[src/rtl/keypad_if.sv]
// Pin-side bundle between the keypad matrix and the scanner.
// The scanner is the master: it drives the rows and reports key events.
interface keypad_if;
  logic [2:0] col_in;
  logic [3:0] row_out;
  logic       key_valid;
  logic [3:0] key_code;
  logic       key_held;

  modport master (input col_in, output row_out, key_valid, key_code, key_held);
  modport slave  (output col_in, input row_out, key_valid, key_code, key_held);
endinterface

[src/rtl/keypad_scanner.sv]
// Row-scanned, debounced 3x4 keypad controller.
// Emits one key_valid pulse per accepted press and tracks the hold until release.
module keypad_scanner #(
  parameter int SCAN_CYCLES = 4,
  parameter int DEBOUNCE    = 3
) (
  input  logic     clk,
  input  logic     reset,
  keypad_if.master kp
);
  localparam int DW = $clog2(SCAN_CYCLES);
  localparam int MW = $clog2(DEBOUNCE + 1);

  typedef enum logic [1:0] {S_SCAN, S_DEB, S_HELD} state_t;

  state_t          state_q, state_d;
  logic [DW-1:0]   dwell_q, dwell_d;
  logic [MW-1:0]   match_q, match_d, match_inc;
  logic [1:0]      row_q, row_d;
  logic [2:0]      cand_q, cand_d;
  logic [3:0]      code_q, code_d;
  logic            valid_q, valid_d, held_q, held_d;
  logic            sample, accept;

  // Row 0..3 = d..g; column is one-hot with bit 2 = a.
  function automatic logic [3:0] keymap(input logic [1:0] row, input logic [2:0] col);
    logic [3:0] ci;
    ci = col[2] ? 4'd0 : (col[1] ? 4'd1 : 4'd2);
    if (row == 2'd3)
      keymap = (ci == 4'd0) ? 4'hA : ((ci == 4'd1) ? 4'h0 : 4'hB);
    else
      keymap = {2'b00, row} * 4'd3 + ci + 4'd1;
  endfunction

  assign sample    = (dwell_q == DW'(SCAN_CYCLES - 1));
  assign match_inc = match_q + 1'b1;

  always_ff @(posedge clk) begin
    if (reset) begin
      state_q <= S_SCAN;
      dwell_q <= '0;
      match_q <= '0;
      row_q   <= 2'd0;
      cand_q  <= 3'b000;
      code_q  <= 4'h0;
      valid_q <= 1'b0;
      held_q  <= 1'b0;
    end else begin
      state_q <= state_d;
      dwell_q <= dwell_d;
      match_q <= match_d;
      row_q   <= row_d;
      cand_q  <= cand_d;
      code_q  <= code_d;
      valid_q <= valid_d;
      held_q  <= held_d;
    end
  end

  always_comb begin
    state_d = state_q;
    dwell_d = sample ? '0 : dwell_q + 1'b1;
    match_d = match_q;
    row_d   = row_q;
    cand_d  = cand_q;
    code_d  = code_q;
    valid_d = 1'b0;
    held_d  = held_q;
    accept  = 1'b0;
    if (sample) begin
      case (state_q)
        S_SCAN: begin
          // Empty or multi-key samples are ambiguous; move on to the next row.
          if ($onehot(kp.col_in)) begin
            cand_d  = kp.col_in;
            match_d = MW'(1);
            state_d = S_DEB;
            if (DEBOUNCE == 1) accept = 1'b1;
          end else begin
            row_d = row_q + 2'd1;
          end
        end
        S_DEB: begin
          if (kp.col_in == cand_q) begin
            match_d = match_inc;
            if (match_inc == MW'(DEBOUNCE)) accept = 1'b1;
          end else begin
            state_d = S_SCAN;
            row_d   = row_q + 2'd1;
            match_d = '0;
          end
        end
        S_HELD: begin
          if (kp.col_in == 3'b000) begin
            if (match_inc == MW'(DEBOUNCE)) begin
              held_d  = 1'b0;
              row_d   = 2'd0;
              state_d = S_SCAN;
              match_d = '0;
            end else begin
              match_d = match_inc;
            end
          end else begin
            match_d = '0;
          end
        end
        default: state_d = S_SCAN;
      endcase
      if (accept) begin
        code_d  = keymap(row_q, cand_d);
        valid_d = 1'b1;
        held_d  = 1'b1;
        state_d = S_HELD;
        match_d = '0;
      end
    end
  end

  assign kp.row_out   = 4'b1000 >> row_q;
  assign kp.key_valid = valid_q;
  assign kp.key_code  = code_q;
  assign kp.key_held  = held_q;
endmodule

[src/flat_wrapper.sv]
// flat-port wrapper written by rule: the top's interface ports become plain ports
module keypad_scanner_flat 
#(
  parameter int SCAN_CYCLES = 4,
  parameter int DEBOUNCE    = 3
)
  (clk, reset, kp_col_in, kp_row_out, kp_key_valid, kp_key_code, kp_key_held);
  keypad_if kp_i ();
  input  logic clk;
  input  logic reset;
  input wire logic [$bits(kp_i.col_in)-1:0] kp_col_in;
  output wire logic [$bits(kp_i.row_out)-1:0] kp_row_out;
  output wire logic [$bits(kp_i.key_valid)-1:0] kp_key_valid;
  output wire logic [$bits(kp_i.key_code)-1:0] kp_key_code;
  output wire logic [$bits(kp_i.key_held)-1:0] kp_key_held;
  assign kp_i.col_in = kp_col_in;
  assign kp_row_out = kp_i.row_out;
  assign kp_key_valid = kp_i.key_valid;
  assign kp_key_code = kp_i.key_code;
  assign kp_key_held = kp_i.key_held;
  keypad_scanner #(.SCAN_CYCLES(SCAN_CYCLES), .DEBOUNCE(DEBOUNCE)) u_core (.clk(clk), .reset(reset), .kp(kp_i));
endmodule
[config.mk]
export PLATFORM = sky130hd
export DESIGN_NAME = keypad_scanner_flat
export DESIGN_NICKNAME = d
export VERILOG_FILES = /design/src/rtl/keypad_if.sv /design/src/rtl/keypad_scanner.sv /design/src/flat_wrapper.sv
export SDC_FILE = /design/constraint.sdc
export NUM_CORES = 1
export LEC_CHECK = 0
export BUFFER_PORTS_ARGS = -buffer_cell sky130_fd_sc_hd__buf_2
export CAP_MARGIN = 20
export CORE_AREA = 2 2 52 54
export CTS_CLUSTER_DIAMETER = 120
export DETAILED_ROUTE_END_ITERATION = 8
export DIE_AREA = 0 0 54 56
export MAX_ROUTING_LAYER = met4
export PLACE_DENSITY = 0.71
export RECOVER_POWER = 25
export SYNTH_ARGS = -nofsm -noshare
export SYNTH_HDL_FRONTEND = slang
export SYNTH_SLANG_ARGS = --single-unit
[constraint.sdc]
create_clock -name clk -period 3 [get_ports clk]
set_input_delay 0.3 -clock clk [delete_from_list [all_inputs] [get_ports clk]]
set_output_delay 0.3 -clock clk [all_outputs]
set_load 0.05 [all_outputs]
==> results by group <==
Run status
  – Outcome: complete, no violations

Synthesis
  – Synth cell count leaders: ha_1 (18), dfxtp_1 (17), inv_1 (11)
  – Post-synth top area share: 27.9%
  – Syn Std Cell Area: 0.00122 mm^2
  – FF+latch count, synth: 17
  – Synth warn: 0
  – Synth area leader: dfxtp_1
  – Post-synthesis sequential area ratio: 27.9%
  – Count of different cell masters after synthesis: 43
  – Top_reg_cell synth: dfxtp_1
  – Synth async-reset ratio: 0%
  – Most numerous cell in the Yosys netlist: ha_1
  – Mapped Cells: 126
  – Number of synthesized flops with an enable pin: 0
  – Mapped Avg Cell Area: 9.67 um^2
  – Post-Syn Nets: 152
  – Main area contributors after synthesis: dfxtp_1 (28%), ha_1 (18%), fa_1 (4.9%), mux2i_1 (4.1%), inv_1 (3.4%)

Cells and area
  – Fill cell count: 222
  – Antenna diode count: 0
  – Area Overhead vs Synth: 14.0%
  – Net count, final: 175
  – Layout cell share with drive strength beyond 1: 21.6%

Critical path
  – Reg2reg start: u_core.state_q[0]
  – Critical-path top delay cell: fa_1
  – Crit-path most repeated cell: fa_1
  – Origin of the worst setup path: kp_col_in[0]
  – CP endpoint kind: register
  – CP top delay family: adder cells
  – RR Endpoint: u_core.kp.key_code[1]
  – Crit path DAT: 2980 ps
  – CP bufs+invs: 2
  – Crit path launch type: primary input
  – Path type of the worst setup path: in -> reg
  – CP Data Required Time: 3180 ps
  – Critical Path, Cell by Cell: buf_2 -> fa_1 -> nand3b_1 -> mux2_2 -> fa_1 -> inv_1 -> fa_1 -> nor2_1 -> a2111oi_0 -> nor3_1
  – CP peak stage delay: 570 ps
  – R2R Setup Slk: 210 ps
  – Critical Path Fanout Max: 2
  – R2R cell count: 10

Die
  – Row count: 18
  – Core outline area: 0.00243 mm^2
  – Starting density of the core: 50.1%
  – Die Wd: 54 um
  – Die Ht: 56 um
  – I/O pin count: 15
  – Full die area: 0.00302 mm^2

Clock tree
  – Clock root buffer: clkbuf_4
  – CTS tree: yes
  – H-tree levels: 1
  – TritonCTS Sinks: 17
  – Clock transition at path regs: 120 ps
  – Post-CTS setup buffers: 0
  – # hold bufs at CTS: 0
  – Clock Tree Buf Depth: 2
  – Post_cts resized: 0
  – Clock Latency Late Sink: 300 ps
  – TritonCTS Buffers: 3

Detailed routing
  – Final WL: 2.38 mm
  – Via Count: 960
  – Post-DRT Antenna Nets: 0
  – Post-DR wirelength/cell: 13.4 um
  – Initial DRC count: 20
  – Pre-antenna DRT Iters: 4
  – Via density: 5.39
  – DR DRC count: 0

STA
  – RSZ-0062 raised after global routing: no
  – Fmax: 0.357 GHz
  – Slew margin rel.: 59.7%
  – Setup violators final: 0
  – Fin. Hold Viols: 0
  – Clk_skew: 12.3 ps
  – Minimum clock period: 2800 ps
  – Least-Margin Pin Slew: 607 ps
  – Hold WS: 384 ps
  – Max-slew violations: 0
  – Final Cycle Share: 93.4%

Power
  – Power per cell area: 331 mW/mm^2
  – Sw power: 0.137 mW
  – Internal Power: 0.322 mW
  – IR drop worst, VDD: 0.257 mV
  – Overall Power: 0.459 mW
  – Combinational group share of total power: 19.9%
  – Reg power frac: 51.3%
  – Clk network pwr share: 28.8%
  – Switching Share: 29.9%
  – Pleak: 0.607 nW

GRT
  – First-pass GRT wire length: 4.13 mm
  – Initial antenna violation count: 0
  – Largest net degree at the start of global routing: 22
  – Grt total ovfl: 0
  – Number of global-route vias before repair: 970
  – Gr usage total: 18.1%

Min path
  – Hold path endpoint: u_core.cand_q[1]
  – Worst Hold Path Cells: 2
  – HP Class: in -> reg
  – Min-delay src: reset

Place
  – GPL Wtd Cong: 0.859
  – Port Buffer Count: 14
  – Dpl hpwl: 1.88 mm

Flow run
  – MaxCap Viol Count: 0
==> worst max-delay path by stage <==
stage / endpoint / slack [ps] / depth (start not counted)
4_1_cts: u_core.kp.key_code[1] / 180 / 10
2_1_floorplan: u_core.kp.key_code[1] / 10 / 9
5_1_grt: u_core.kp.key_code[1] / 60 / 10
3_3_place_gp: u_core.kp.key_code[1] / -40 / 10
6_report: u_core.kp.key_code[1] / 200 / 10
3_5_place_dp: u_core.kp.key_code[1] / -130 / 10
==> placed cells by master (no fill, tap or decap), drive strengths merged, types with 4 or more instances in the layout <==
cell type  count
ha            18
buf           18
dfxtp         17
inv           11
nor2           8
a21oi          7
clkbuf         7
o21ai          6
mux2i          5
xnor2          4
==> power by group through the flow <==
stage | Clock (mW) | Sequential [mW] | Combinational, mW
3_3_place_gp | 0 | 0.241 | 0.0873
2_1_floorplan | 0 | 0.240 | 0.0650
6_report | 0.133 | 0.236 | 0.0913
3_5_place_dp | 0 | 0.241 | 0.0916
4_1_cts | 0.134 | 0.236 | 0.0919
5_1_grt | 0.144 | 0.237 | 0.103
==> layout make-up <==
class	count	area (um^2)	share of cell area [%]
multi-input cells	94	817	58.8
clock inverters	1	5.00	0.360
clock buffers	3	22.5	1.62
inverters	11	41.3	2.97
well taps	30	37.5	2.70
flip-flops and latches	17	340	24.5
repair buffers	22	125	9.01
==> flip-flops by register name (all words and copies together) (netlist names) <==
register	count
u_core.kp.key_held	1
u_core.kp.key_code	4
u_core.cand_q	3
u_core.dwell_q	2
u_core.kp.key_valid	1
u_core.state_q	2
u_core.match_q	2
u_core.row_q	2
==> routing by layer <==
metal	routed length [um]	vias up	part of all wire (%)	track usage [%]
met1	1150	452	48	22.9
met4	14	0	0.59	3.21
met2	1160	11	49	30.3
met5	0	-	0	-
met3	48	2	2.0	2.42
li1	-	495	-	-
==> worst reg2reg max path: stages (launching register included) <==
cell       delay [ps]
dfxtp_1           340
inv_1              80
ha_1              210
nand3b_1          120
mux2_2            380
fa_1              570
inv_1              60
fa_1              490
nor2_1             40
a2111oi_0         300
nor3_1             90
==> stage by stage <==
stage                     std cells  TNS [ps]  util, %  setup WS, ps  area [um^2]
after floorplan                 126         0        -          14.0         1220
after global placement          174     -37.6     56.2         -37.6         1370
after detailed placement        174      -128     56.2          -128         1370
after CTS                       178         0     57.3           177         1390
after global routing            178         0     57.1          57.5         1390
final                           178         0     57.1           197         1390
==> cell families after synthesis <==
logic type               synth area share, %
AO/OA/AOI/OAI                           18.2
XOR/XNOR                                2.87
adder cells (fa/ha/maj)                 23.4
buffers and inverters                   5.03
flip-flops                              27.9
multiplexers                            5.03
AND/OR/NAND/NOR                         17.6
Note: power is estimated with default switching activity, not from simulation.
